`config.mk`:
```
export PLATFORM = sky130hd
export DESIGN_NAME = fetch_decode_ctl
export DESIGN_NICKNAME = d
export VERILOG_FILES = /design/src/rtl/mips_ctl_pkg.sv /design/src/rtl/main_control_decoder.sv /design/src/rtl/fetch_decode_ctl.sv
export SDC_FILE = /design/constraint.sdc
export NUM_CORES = 1
export LEC_CHECK = 0
export BUFFER_PORTS_ARGS = -buffer_cell sky130_fd_sc_hd__buf_4
export CORE_ASPECT_RATIO = 0.6
export CORE_MARGIN = 10
export CORE_UTILIZATION = 50
export DETAILED_ROUTE_END_ITERATION = 8
export PLACE_DENSITY_LB_ADDON = 0.08
export SLEW_MARGIN = 10
export SYNTH_ARGS = -nofsm -noshare
export SYNTH_HDL_FRONTEND = slang
export SYNTH_HIERARCHICAL = 1
export SYNTH_SLANG_ARGS = --single-unit
```
`constraint.sdc`:
```
create_clock -name clk -period 10.8 [get_ports clk]
set_input_delay 0 -clock clk [delete_from_list [all_inputs] [get_ports clk]]
set_output_delay 0 -clock clk [all_outputs]
set_load 0.01 [all_outputs]
```
`src/rtl/mips_ctl_pkg.sv`:
```
// Shared opcode, ALUOp and FSM state definitions for the multi-cycle MIPS control stage.
package mips_ctl_pkg;

    localparam logic [5:0] OP_RTYPE = 6'b000000;
    localparam logic [5:0] OP_ADDI  = 6'b001000;
    localparam logic [5:0] OP_LW    = 6'b100011;
    localparam logic [5:0] OP_SW    = 6'b101011;
    localparam logic [5:0] OP_BEQ   = 6'b000100;
    localparam logic [5:0] OP_J     = 6'b000010;

    localparam logic [1:0] ALUOP_ADD  = 2'b00;
    localparam logic [1:0] ALUOP_SUB  = 2'b01;
    localparam logic [1:0] ALUOP_FUNC = 2'b10;

    typedef enum logic [2:0] {
        S_FETCH  = 3'd0,
        S_DECODE = 3'd1,
        S_EXEC   = 3'd2,
        S_MEM    = 3'd3,
        S_WB     = 3'd4
    } state_t;

    // Word offset of a branch immediate, as a byte displacement.
    function automatic logic [31:0] branch_offset(input logic [15:0] imm);
        return {{14{imm[15]}}, imm, 2'b00};
    endfunction

endpackage

```
`src/rtl/main_control_decoder.sv`:
```
// Combinational opcode decoder: static datapath selects and instruction class flags.
module main_control_decoder
    import mips_ctl_pkg::*;
(
    input  logic [5:0] opcode_i,
    output logic       regsel_o,
    output logic       alusel_o,
    output logic [1:0] aluop_o,
    output logic       memtoregsel_o,
    output logic       is_load_o,
    output logic       is_store_o,
    output logic       is_branch_o,
    output logic       is_jump_o,
    output logic       legal_o
);

    always_comb begin
        regsel_o      = 1'b0;
        alusel_o      = 1'b0;
        aluop_o       = ALUOP_ADD;
        memtoregsel_o = 1'b0;
        is_load_o     = 1'b0;
        is_store_o    = 1'b0;
        is_branch_o   = 1'b0;
        is_jump_o     = 1'b0;
        legal_o       = 1'b1;
        case (opcode_i)
            OP_RTYPE: begin
                regsel_o = 1'b1;
                aluop_o  = ALUOP_FUNC;
            end
            OP_ADDI: alusel_o = 1'b1;
            OP_LW: begin
                alusel_o      = 1'b1;
                memtoregsel_o = 1'b1;
                is_load_o     = 1'b1;
            end
            OP_SW: begin
                alusel_o   = 1'b1;
                is_store_o = 1'b1;
            end
            OP_BEQ: begin
                aluop_o     = ALUOP_SUB;
                is_branch_o = 1'b1;
            end
            OP_J:    is_jump_o = 1'b1;
            default: legal_o   = 1'b0;
        endcase
    end

endmodule

```
`src/rtl/fetch_decode_ctl.sv`:
```
// Multi-cycle fetch/decode/control FSM owning PC and IR; resolves beq and j.
module fetch_decode_ctl
    import mips_ctl_pkg::*;
#(
    parameter logic [31:0] RESET_PC = 32'h0000_0000,
    parameter logic [31:0] PC_INC   = 32'd4
) (
    input  logic        clk,
    input  logic        reset,
    output logic [31:0] imem_addr,
    input  logic [31:0] imem_data,
    input  logic        imem_ready,
    input  logic        Zero,
    output logic [4:0]  rs,
    output logic [4:0]  rt,
    output logic [4:0]  rd,
    output logic [15:0] SEin,
    output logic [3:0]  FuncCode,
    output logic        Regsel,
    output logic        ALUsel,
    output logic [1:0]  ALUOp,
    output logic        MemRead,
    output logic        MemWrite,
    output logic        MemToRegSel,
    output logic        RegWrite,
    output logic [31:0] pc,
    output logic        instr_done,
    output logic        illegal
);

    state_t      state_q;
    logic [31:0] pc_q;
    logic [31:0] ir_q;
    logic        illegal_q;

    logic is_load, is_store, is_branch, is_jump, legal;

    main_control_decoder u_dec (
        .opcode_i      (ir_q[31:26]),
        .regsel_o      (Regsel),
        .alusel_o      (ALUsel),
        .aluop_o       (ALUOp),
        .memtoregsel_o (MemToRegSel),
        .is_load_o     (is_load),
        .is_store_o    (is_store),
        .is_branch_o   (is_branch),
        .is_jump_o     (is_jump),
        .legal_o       (legal)
    );

    always_ff @(posedge clk) begin
        if (reset) begin
            state_q   <= S_FETCH;
            pc_q      <= RESET_PC;
            ir_q      <= '0;
            illegal_q <= 1'b0;
        end else begin
            case (state_q)
                S_FETCH: begin
                    if (imem_ready) begin
                        ir_q    <= imem_data;
                        pc_q    <= pc_q + PC_INC;
                        state_q <= S_DECODE;
                    end
                end
                S_DECODE: begin
                    if (is_jump) begin
                        pc_q    <= {pc_q[31:28], ir_q[25:0], 2'b00};
                        state_q <= S_FETCH;
                    end else if (!legal) begin
                        illegal_q <= 1'b1;
                        state_q   <= S_FETCH;
                    end else begin
                        state_q <= S_EXEC;
                    end
                end
                S_EXEC: begin
                    if (is_branch) begin
                        if (Zero) pc_q <= pc_q + branch_offset(ir_q[15:0]);
                        state_q <= S_FETCH;
                    end else if (is_load || is_store) begin
                        state_q <= S_MEM;
                    end else begin
                        state_q <= S_WB;
                    end
                end
                S_MEM:   state_q <= is_load ? S_WB : S_FETCH;
                S_WB:    state_q <= S_FETCH;
                default: state_q <= S_FETCH;
            endcase
        end
    end

    // Strobes follow the registered state but are forced low while reset is
    // asserted, so a reset landing in MEM/WB never commits a write.
    always_comb begin
        MemRead    = 1'b0;
        MemWrite   = 1'b0;
        RegWrite   = 1'b0;
        instr_done = 1'b0;
        if (!reset) begin
            case (state_q)
                S_DECODE: instr_done = is_jump || !legal;
                S_EXEC:   instr_done = is_branch;
                S_MEM: begin
                    MemRead    = is_load;
                    MemWrite   = is_store;
                    instr_done = is_store;
                end
                S_WB: begin
                    RegWrite   = 1'b1;
                    instr_done = 1'b1;
                end
                default: ;
            endcase
        end
    end

    assign imem_addr = pc_q;
    assign pc        = pc_q;
    assign illegal   = illegal_q;
    assign rs        = ir_q[25:21];
    assign rt        = ir_q[20:16];
    assign rd        = ir_q[15:11];
    assign SEin      = ir_q[15:0];
    assign FuncCode  = ir_q[3:0];

endmodule

```
Word-level counts from Yosys, hierarchy flattened
Cells that the tools add are included.
- bits in registers: 68
- bits of input ports: 36
- output and inout port bits: 109
- add/sub/neg operators: 2
- equal/unequal tests: 13
- multiplexer cells: 28
- bitwise operators: 3
- reduce and logical (&&, ||, !) cells: 13
- operators by type and width (cell ; number):
    $mux W32 ; 3
    $pmux W32 S3 ; 1
    $add A32 B3 Y32 const B ; 1
    $add A32 B32 Y32 ; 1
    $mux W28 ; 1
    $mux W1 ; 14
    $eq A6 B6 Y1 const B ; 2
    $mux W3 ; 4
    $pmux W3 S4 ; 1
    $reduce_and A5 Y1 ; 2
    $ne A2 B2 Y1 const B ; 4
    $eq A3 B2 Y1 const B ; 2
    $eq A6 B2 Y1 const B ; 1
    $eq A6 B3 Y1 const B ; 1
    $eq A6 B4 Y1 const B ; 1
    $logic_not A6 Y1 ; 1
    $reduce_or A6 Y1 ; 1
    $mux W2 ; 2
    $pmux W1 S4 ; 1
    $pmux W2 S2 ; 1
    $eq A3 B1 Y1 const B ; 1
    $eq A3 B3 Y1 const B ; 1
    $logic_not A3 Y1 ; 1
    $not A1 Y1 ; 3
    other kinds (7) ; 8

Longest topological paths before layout
Gate-level depths: netlist of the first run.
- depth after elaboration: 7
- gate-level depth with buffers: 14

Cells and area by module
The synthesis of the first run kept the hierarchy.
- modules (own cells, without submodules) (module ; instances ; cells an instance ; area each (µm²)):
    fetch_decode_ctl ; 1 ; 660 ; 4917.2
    main_control_decoder ; 1 ; 19 ; 133.9

Worst setup path before layout of the first run
Ideal clock, no wire load.
- kind: flip-flop to flip-flop
- from: reg state_q[1]
- to: reg pc_q[30] (netlist: imem_addr[30])
- setup time: 123 ps
- arrival: 3310 ps
- data required time: 10677 ps
- slack: 7367 ps
- stages on the path, launching flop included: 15
- buffers on the path: 2
- clock period less this slack: 3433 ps
- cell sequence: dfxtp_1 -> nor3b_1 -> clkbuf_1 -> nand2b_1 -> ha_1 -> fa_1 -> a21o_1 -> a221oi_2 -> o31ai_2 -> o21a_1 -> buf_6 -> nor2b_4 -> nor3b_2 -> o311ai_2 -> mux2_1
- longest elaborated chain between the ends: 3
- elaborated cells between the ends (all ways): 10
- those cells by class: eq/ne (5); mux (1); bitwise (1); reduce/logical (3)
- ends and longest elaborated chain (what ; RTL line ; RTL):
    start: declaration ; fetch_decode_ctl.sv:31 ; state_t state_q;
    start signal: assignment ; fetch_decode_ctl.sv:87 ; S_MEM: state_q <= is_load ? S_WB : S_FETCH;
    $eq A3 B2 Y1, or another cell as far along ; fetch_decode_ctl.sv:58 ; case (state_q)
    $ne A2 B2 Y1 (no line), or another cell as far along ; -- ;
    $reduce_and A5 Y1 (no line) ; -- ;
    end signal: assignment ; fetch_decode_ctl.sv:62 ; pc_q <= pc_q + PC_INC;
    end signal: assignment ; fetch_decode_ctl.sv:68 ; pc_q <= {pc_q[31:28], ir_q[25:0], 2'b00};
    end signal: assignment ; fetch_decode_ctl.sv:79 ; if (Zero) pc_q <= pc_q + branch_offset(ir_q[15:0]);
    end: declaration ; fetch_decode_ctl.sv:32 ; logic [31:0] pc_q;
Several ways; a longest one is shown, not always the timed one.
A chain may end at the register's enable or synchronous reset.

Worst setup path after layout of the first run
Ends and elaborated chain as after synthesis.

==> results.yml, run 1 <==
setup_path:
  regToRegEndpoint: "imem_addr[30]$_SDFFE_PP0P_"
  required_ns: 11.02
  crit_path_end_kind: "flop"
  r2r_setup_slack_ns: 7.01
  path_max_fanout: 20
  critPathKind: "reg -> reg"
  rr_worst_depth: 13
  worst_setup_path_start_kind: "flop"
  rr_startpoint: "state_q[1]$_SDFFE_PP0P_"
  cp.arrival_ns: 4.01
floorplanning:
  boundaryPins: 145
  core_sq_um: 9840
  fp.dieW_um: 150
  initial_core_util_pct: 51.3
  die_height_um: 97.9
  dieArea_sq_um: 14700
  num_rows: 28
global_route:
  grt.total_usage_pct: 21.7
  grt_pass1_wl_um: 26100
  antenna_found_initial: 0
  grt_overflow: 0
  grt_max_degree: 76
  grt_pass1_vias: 4851
sta:
  grt_setup_unrepaired: "false"
  fin_crit_sh_pct: 35.1
  tns_ns: 0
  timing.fmax_ghz: 0.264
  tightest_slew_ns: 1.17
  min_period_ns: 3.79
  hold_violations: 0
  relSlewSlack_pct: 21.7
  finClkSkew_ns: 0.0129
  setup-violations-final: 0
  layout_setup_ws_ns: 7.01
  maxSlewViolCount: 0
clocking:
  cts-buffers-inserted: 9
  clock_path_buffers: 2
  cts_resized: 0
  cts_sinks: 66
  cts_tree: "done"
  clkTransAtPathRegs_ns: 0.06
  cts_htree_levels: 3
  clk_latency_ns: 0.34
  cts_setup_buffers: 0
  cts_root_buffer: "clkbuf_16"
placement:
  dpl_cell_area_sq_um: 5530
  gp_congestion: 0.935
  post-place-ws_ns: 7.06
  place_hpwl_um: 12200
  io_buffers: 140
finish:
  final_core_util_pct: 62.5
  nets: 808
  syn2layout_area_growth_pct: 21.9
  design_area_sq_um: 6160
  antenna_cells: 0
  layout-drive-gt1-share_pct: 25.0
route:
  vias: 5144
  drtAntennaViolNets: 0
  drcViolationCount: 0
  viasPerCell: 5.75
  initialDrtViolationCount: 470
  wl_um: 16600
  detail_route.first_pass.iterations: 5
  avgRoutedWirePerCell_um: 18.6
run:
  drv_cap: 0
logic_synthesis:
  synth-async-reset-ratio_pct: 0
  synth_edf_count: 0
  synth-seq-area-share_pct: 26.2
  yosysWarnings: 6
  synth_area_per_cell_sq_um: 7.44
  synth_cells: 679
  yosysUniqueCellTypes: 73
  synth_area_sq_um: 5050
  postSynthRegisterBits: 66
  synthFlopType: "dfxtp_1"
run_status:
  status: "finished clean"
hold_path:
  holdPathEnd: "state_q[1]$_SDFFE_PP0P_"
  whs_path_depth: 4
  hold_class: "in -> reg"
  min_from: "imem_ready"
power:
  leakage_nw: 2.66
  power.density_nw_per_um2: 136
  report.power.total_uw: 840
  peakVddDrop_mv: 0.0775
cell families (layout without fill, tap and decap cells):
kind of cell               Yosys count  after routing  share of synthesized area (%)
and+or+nand+nor                    292            292                           27.9
AOI/OAI and AO/OA                  155            155                           20.1
buffers and inverters              121            199                           16.1
DFF                                 66             66                           26.2
adders and majority gates           17             17                           4.36
muxes                               15             15                           3.15
xor gates and xnor gates            12             12                           2.08
other                                1              4                         0.0742
Yosys cell counts (8+ instances only):
| cell type | number | area, sq um |
|---|---|---|
| clkbuf_1 | 27 | 101 |
| a31oi_1 | 17 | 106 |
| mux2i_1 | 8 | 80.1 |
| xnor2_1 | 8 | 70.1 |
| nand3_1 | 18 | 90.1 |
| and3_1 | 12 | 75.1 |
| o21ai_0 | 21 | 105 |
| a211oi_1 | 10 | 75.1 |
| nor2_1 | 55 | 206 |
| and2_1 | 19 | 119 |
| buf_4 | 73 | 548 |
| nor4_1 | 10 | 62.6 |
| ha_1 | 16 | 200 |
| nand2_1 | 113 | 424 |
| nor3_1 | 20 | 100 |
| a21oi_1 | 61 | 305 |
| dfxtp_1 | 66 | 1320 |
metal layers:
layer	up-vias	share of wire (%)	track usage [%]
met1	2414	48	31.3
met4	0	0.92	4.24
met2	245	41	30.0
li1	2466	-	-
met5	-	0	0
met3	19	10	7.83
power by group:
part	total (mW)	internal [mW]	switching [mW]	leakage (nW)
clock	0.308	0.183	0.125	0.145
combinational	0.230	0.102	0.128	1.97
sequential	0.302	0.265	0.0367	0.541
cell usage in the layout, fill, tap and decap left out, drive strengths merged, types with 3 or more instances in the layout:
| cell | Yosys | routed |
|---|---|---|
| or4 | 5 | 5 |
| nand4 | 3 | 3 |
| conb | 1 | 4 |
| buf | 80 | 144 |
| o211ai | 5 | 5 |
| or3 | 6 | 6 |
| a311oi | 5 | 5 |
| dlygate4sd3 | 0 | 32 |
| ha | 16 | 16 |
| mux2 | 7 | 7 |
| o21a | 4 | 4 |
| nor3 | 21 | 21 |
| nand3b | 4 | 4 |
| inv | 7 | 11 |
| and3 | 12 | 12 |
| nor3b | 5 | 5 |
| nor2b | 7 | 7 |
| or2 | 3 | 3 |
| a211oi | 11 | 11 |
| a211o | 4 | 4 |
| nand2 | 117 | 117 |
| nor2 | 55 | 55 |
| nand3 | 18 | 18 |
| clkbuf | 34 | 9 |
| a31oi | 17 | 17 |
| a21o | 5 | 5 |
| mux2i | 8 | 8 |
| o21ai | 24 | 24 |
| xnor2 | 8 | 8 |
| nor4 | 10 | 10 |
| and2 | 19 | 19 |
| o21bai | 3 | 3 |
| xor2 | 4 | 4 |
| dfxtp | 66 | 66 |
| a21oi | 61 | 61 |
worst max-delay path by stage:
stage                             from                          to  slack, ns  depth (start not counted)
5_1_grt        state_q[1]$_SDFFE_PP0P_  imem_addr[30]$_SDFFE_PP0P_       6.74                         13
2_1_floorplan  state_q[1]$_SDFFE_PP0P_  imem_addr[30]$_SDFFE_PP0P_       7.37                         14
6_report       state_q[1]$_SDFFE_PP0P_  imem_addr[30]$_SDFFE_PP0P_       7.01                         13
3_3_place_gp   state_q[1]$_SDFFE_PP0P_  imem_addr[30]$_SDFFE_PP0P_       7.16                         13
4_1_cts        state_q[1]$_SDFFE_PP0P_  imem_addr[30]$_SDFFE_PP0P_       7.03                         13
3_5_place_dp   state_q[1]$_SDFFE_PP0P_  imem_addr[30]$_SDFFE_PP0P_       7.06                         13
critical path: stages, from the launching register on:
cell	delay, ns
dfxtp_1	0.55
nor3b_2	0.23
buf_4	0.24
nand2b_1	0.08
ha_1	0.22
fa_1	0.42
a21o_1	0.22
a221oi_2	0.35
o31ai_2	0.13
o21a_1	0.31
nor2b_4	0.18
nor3b_2	0.15
o311ai_2	0.23
mux2_1	0.36
sequential cells by signal, summed over array words and instances, names as in the netlist:
register   cells
illegal        1
imem_addr     30
ir_q          32
state_q        3
through the flow:
| step | hold WS, ns | instances |
|---|---|---|
| 2_1_floorplan | 0.136 | 682 |
| 3_3_place_gp | 0.245 | 847 |
| 3_5_place_dp | 0.255 | 847 |
| 4_1_cts | 0.124 | 895 |
| 5_1_grt | 0.176 | 895 |
| 6_report | 0.137 | 895 |
cell type report:
type / instances / area (sq um)
clock inverter: 7 / 82.6
inverter: 7 / 26.3
fill: 895 / 3690
timing repair buffer: 176 / 1400
multi-input combinational: 495 / 2930
tap: 135 / 169
sequential: 66 / 1320
clock buffer: 9 / 225
repair_timing:
action                                 4_1_cts  5_1_grt
hold buffers                                32        0
endpoints found under the hold margin       32        0
setup endpoints to repair                    0        0
(Power assumes the default switching activity.)
==> run 2, diff against run 1 <==
==> constraint.sdc (replaced) <==
create_clock -name clk -period 3.8 [get_ports clk]
set_input_delay 0 -clock clk [delete_from_list [all_inputs] [get_ports clk]]
set_output_delay 0 -clock clk [all_outputs]
set_load 0.01 [all_outputs]
==> results.yml, run 2 (synthesis results as in run 1) <==
setup_path:
  regToRegEndpoint: "imem_addr[30]$_SDFFE_PP0P_"
  worst_setup_path_start_kind: "flop"
  cp.arrival_ns: 3.77
  crit_path_start: "state_q[2]$_SDFFE_PP0P_"
  rr_startpoint: "state_q[2]$_SDFFE_PP0P_"
  r2r_setup_slack_ns: 0.25
  path_max_fanout: 7
  critPathKind: "reg -> reg"
  required_ns: 4.02
  crit_path_end_kind: "flop"
  rr_worst_depth: 12
hold_path:
  hold_class: "in -> reg"
  holdPathEnd: "state_q[0]$_SDFFE_PP0P_"
  whs_path_depth: 4
  min_from: "imem_ready"
sta:
  holdWs_ns: 0.141
  layout_setup_ws_ns: 0.246
  hold_violations: 0
  grt_setup_unrepaired: "false"
  fin_crit_sh_pct: 93.5
  setup-violations-final: 0
  tightest_slew_ns: 1.19
  min_period_ns: 3.55
  tns_ns: 0
  maxSlewViolCount: 0
  finClkSkew_ns: 0.00407
  timing.fmax_ghz: 0.281
  relSlewSlack_pct: 21.0
route:
  drtAntennaViolNets: 0
  vias: 5092
  avgRoutedWirePerCell_um: 18.4
  initialDrtViolationCount: 417
  detail_route.first_pass.iterations: 4
  viasPerCell: 5.65
  drcViolationCount: 0
  wl_um: 16500
finish:
  nets: 814
  design_area_sq_um: 6230
  top_register: "ir_q"
  final_common_cell: "buf_4"
  final_cell_mix: "150 x buf_4, 113 x nand2_1, 66 x dfxtp_1"
  layout-drive-gt1-share_pct: 25.7
  syn2layout_area_growth_pct: 23.3
  antenna_cells: 0
  fill_cells: 893
  largest_reg_flops: 32
global_route:
  grt_overflow: 0
  antenna_found_initial: 0
  grt_max_degree: 76
  grt.total_usage_pct: 21.7
  grt_pass1_wl_um: 26000
  grt_pass1_vias: 4768
clocking:
  clock_path_buffers: 2
  cts_sinks: 66
  clk_latency_ns: 0.33
  cts-buffers-inserted: 9
  cts_setup_buffers: 0
  clkTransAtPathRegs_ns: 0.06
  cts_tree: "done"
  cts_htree_levels: 3
  cts_root_buffer: "clkbuf_16"
run:
  drv_cap: 0
floorplanning:
  die_height_um: 97.9
  dieArea_sq_um: 14700
  core_sq_um: 9840
  fp.dieW_um: 150
  num_rows: 28
  boundaryPins: 145
  initial_core_util_pct: 51.3
placement:
  post-place-ws_ns: 0.250
  io_buffers: 140
  gp_congestion: 0.978
  place_hpwl_um: 12200
  dpl_cell_area_sq_um: 5570
power:
  power.density_nw_per_um2: 393
  leakage_nw: 2.70
  peakVddDrop_mv: 0.259
run_status:
  status: "finished clean"
-- run 2: cell count changes in the layout (fill, tap and decap cells not counted), sizes merged --
cell / previous run / this run
clkinv: 0 / 2
inv: 11 / 9
buf: 144 / 150
bufinv: 1 / 2
clkinvlp: 2 / 1
-- run 2: layout make-up --
type	instances	area, sq um	share of cell area (%)
multi-input cells	495	2940	47.2
repair buffers	182	1450	23.2
flip-flops and latches	66	1320	21.2
clock buffers	9	225	3.62
well taps	135	169	2.71
clock inverters	7	101	1.63
inverters	7	26.3	0.422
-- run 2: per-layer routing --
| layer | up-vias | track usage (%) | part of all wire (%) |
|---|---|---|---|
| li1 | 2487 | - | - |
| met1 | 2368 | 31.4 | 48 |
| met2 | 226 | 30.3 | 41 |
| met3 | 11 | 7.83 | 10 |
| met4 | 0 | 3.13 | 0.47 |
| met5 | - | 0 | 0 |
-- run 2: worst max path at each step --
stage	endpoint	slack (ns)	depth (start not counted)
final	imem_addr[30]$_SDFFE_PP0P_	0.25	12
after floorplan	imem_addr[30]$_SDFFE_PP0P_	0.37	14
after CTS	imem_addr[31]$_SDFFE_PP0P_	0.23	12
after global routing	imem_addr[30]$_SDFFE_PP0P_	0.01	12
after detailed placement	imem_addr[31]$_SDFFE_PP0P_	0.25	12
after global placement	imem_addr[31]$_SDFFE_PP0P_	0.40	12
-- run 2: what timing repair did --
item | 4_1_cts | 5_1_grt
hold buffers | 32 | 0
gates resized for setup | 0 | 1
endpoints found under the hold margin | 32 | 0
endpoints found under the setup margin | 0 | 1
-- run 2: critical path, cell delays in order, from the launching register on --
cell and delay (ns):
dfxtp_1 0.37, nor3b_2 0.34, nand2b_1 0.10, ha_1 0.24
fa_1 0.42, a21o_1 0.23, a221oi_2 0.40, o31ai_2 0.14
o21a_1 0.31, nor2b_4 0.19, nor3b_2 0.16, o311ai_2 0.21
mux2_1 0.34
-- run 2: where the power goes --
group          leakage (nW)  internal [mW]  switching, mW
Sequential            0.541          0.754         0.0980
Combinational          2.00          0.300          0.374
Clock                 0.158          0.581          0.341
Total                  2.70           1.63          0.813
-- run 2: metrics by stage --
stage | power, mW | utilization [%] | instances
after floorplan | 1.30 | - | 682
after global placement | 1.49 | 56.6 | 853
after detailed placement | 1.50 | 56.6 | 853
after CTS | 2.44 | 63.2 | 901
after global routing | 2.56 | 63.2 | 901
final | 2.45 | 63.2 | 901
==> run 3, diff against run 2 <==
--- a/config.mk
+++ b/config.mk
@@ -8,9 +8,9 @@
 export BUFFER_PORTS_ARGS = -buffer_cell sky130_fd_sc_hd__buf_4
 export CORE_ASPECT_RATIO = 0.6
 export CORE_MARGIN = 10
-export CORE_UTILIZATION = 50
+export CORE_UTILIZATION = 53
 export DETAILED_ROUTE_END_ITERATION = 8
-export PLACE_DENSITY_LB_ADDON = 0.08
+export PLACE_DENSITY = 0.85
 export SLEW_MARGIN = 10
 export SYNTH_ARGS = -nofsm -noshare
 export SYNTH_HDL_FRONTEND = slang
==> results.yml, run 3 (synthesis results as in run 1) <==
run_status:
  status: "finished clean"
route:
  avgRoutedWirePerCell_um: 18.9
  drcViolationCount: 0
  vias: 5291
  detail_route.first_pass.iterations: 7
  drtAntennaViolNets: 0
  initialDrtViolationCount: 480
  viasPerCell: 5.92
  wl_um: 16900
setup_path:
  cp_slowest_cell: "fa_1"
  cpPeakStageDelay_ns: 0.46
  path_max_fanout: 19
  required_ns: 4.03
  cp.arrival_ns: 3.83
  worst_setup_path_start_kind: "flop"
  crit_chain: "nor3b_2 -> buf_4 -> and2_1 -> fa_1 -> a21o_1 -> a221oi_2 -> o31ai_2 -> o21a_1 -> nor2b_4 -> nor3b_2 -> o311ai_2 -> mux2_1"
  crit_path_end_kind: "flop"
  worst_path_most_repeated_cell: "nor3b_2"
  critPathKind: "reg -> reg"
placement:
  placed_cells: 846
  gp_congestion: 1.01
  place_hpwl_um: 12000
  io_buffers: 140
  post-place-ws_ns: 0.214
hold_path:
  hold_class: "in -> reg"
power:
  leakage_nw: 2.69
  power.density_nw_per_um2: 389
  report.power.total_mw: 2.41
  peakVddDrop_mv: 0.304
clocking:
  cts_htree_levels: 3
  cts_tree: "done"
  clk_latency_ns: 0.34
  cts-buffers-inserted: 9
  clock_path_buffers: 2
  clkTransAtPathRegs_ns: 0.06
  cts_sinks: 66
  cts_setup_buffers: 0
  cts_root_buffer: "clkbuf_16"
run:
  drv_cap: 0
finish:
  instances_no_fill: 894
  top_register: "ir_q"
  nets: 812
  final_cell_mix: "148 x buf_4, 113 x nand2_1, 65 x dfxtp_1"
  antenna_cells: 0
  largest_reg_flops: 32
  fill_cells: 762
  seqCellArea_sq_um: 1320
  multi_input_area_sq_um: 2930
  syn2layout_area_growth_pct: 22.5
  layout-drive-gt1-share_pct: 25.5
  final_common_cell: "buf_4"
sta:
  tightest_slew_ns: 1.11
  hold_violations: 0
  maxSlewViolCount: 0
  layout_setup_ws_ns: 0.201
  min_period_ns: 3.60
  fin_crit_sh_pct: 94.7
  setup-violations-final: 0
  grt_setup_unrepaired: "false"
  tns_ns: 0
  finClkSkew_ns: 0.00398
  relSlewSlack_pct: 25.5
  timing.fmax_ghz: 0.278
floorplanning:
  die_height_um: 95.6
  dieArea_sq_um: 14000
  core_sq_um: 9220
  initial_core_util_pct: 54.8
  fp.dieW_um: 146
  num_rows: 27
  boundaryPins: 145
global_route:
  grt_pass1_vias: 4998
  grt_overflow: 0
  grt_pass1_wl_um: 26400
  antenna_found_initial: 0
  grt_max_degree: 76
  grt.total_usage_pct: 23.1
==> run 3: changes by cell type in the layout (fill, tap and decap cells not counted) <==
| cell | delta |
|---|---|
| a211oi_1 | +1 |
| a211oi_2 | -1 |
| buf_4 | -2 |
| bufinv_16 | -1 |
| clkbuf_8 | +2 |
| dfxtp_1 | -1 |
| dfxtp_2 | +1 |
| inv_8 | -1 |
==> run 3: critical path: cells and delay by family, from the launching register on <==
kind / cells / cell delay [ns]
flip-flops: 1 / 0.39
AO/OA/AOI/OAI: 5 / 1.36
adder cells (fa/ha/maj): 1 / 0.46
AND/OR/NAND/NOR: 4 / 0.72
multiplexers: 1 / 0.34
buffers and inverters: 1 / 0.21
==> run 3: per-layer routing <==
| layer | vias to the layer above | track usage [%] | wire (um) | part of all wire, % |
|---|---|---|---|---|
| met4 | 0 | 7.46 | 334 | 2.0 |
| met5 | - | 0 | 0 | 0 |
| met1 | 2446 | 29.2 | 7180 | 43 |
| met3 | 39 | 10.1 | 2190 | 13 |
| met2 | 334 | 34.7 | 7160 | 42 |
| li1 | 2472 | - | - | - |
==> run 3: final timing paths <==
check	startpoint	to	slack (ns)	cells after the start
max	state_q[1]$_SDFFE_PP0P_	imem_addr[30]$_SDFFE_PP0P_	0.20	12
min	imem_ready	state_q[1]$_SDFFE_PP0P_	0.13	4
max reg2reg	state_q[1]$_SDFFE_PP0P_	imem_addr[30]$_SDFFE_PP0P_	0.20	12
min reg2reg	ir_q[16]$_SDFFE_PP0P_	ir_q[16]$_SDFFE_PP0P_	0.49	2
==> run 3: final cells by class <==
cell class / instances / share of cell area (%)
repair buffers: 180 / 23.1
inverters: 7 / 0.425
clock inverters: 5 / 0.971
flip-flops and latches: 66 / 21.4
clock buffers: 11 / 4.08
well taps: 130 / 2.63
multi-input cells: 495 / 47.4
==> run 3: stage by stage <==
| step | utilization (%) | hold slack, ns | area (sq um) |
|---|---|---|---|
| after floorplan | - | 0.136 | 5060 |
| after global placement | 60.2 | 0.246 | 5550 |
| after detailed placement | 60.2 | 0.258 | 5550 |
| after CTS | 67.1 | 0.109 | 6190 |
| after global routing | 67.1 | 0.180 | 6190 |
| final | 67.1 | 0.130 | 6190 |
==> run 3: repair_timing <==
item | 4_1_cts | 5_1_grt
hold buffers | 32 | 0
setup endpoints to repair | 0 | 3
gates resized for setup | 0 | 1
hold endpoints to repair | 32 | 0
==> run 3: power by group <==
part | switching [mW] | internal [mW] | leakage [nW]
registers | 0.102 | 0.754 | 0.541
logic | 0.378 | 0.297 | 1.99
clock network | 0.332 | 0.546 | 0.152
total | 0.812 | 1.60 | 2.69
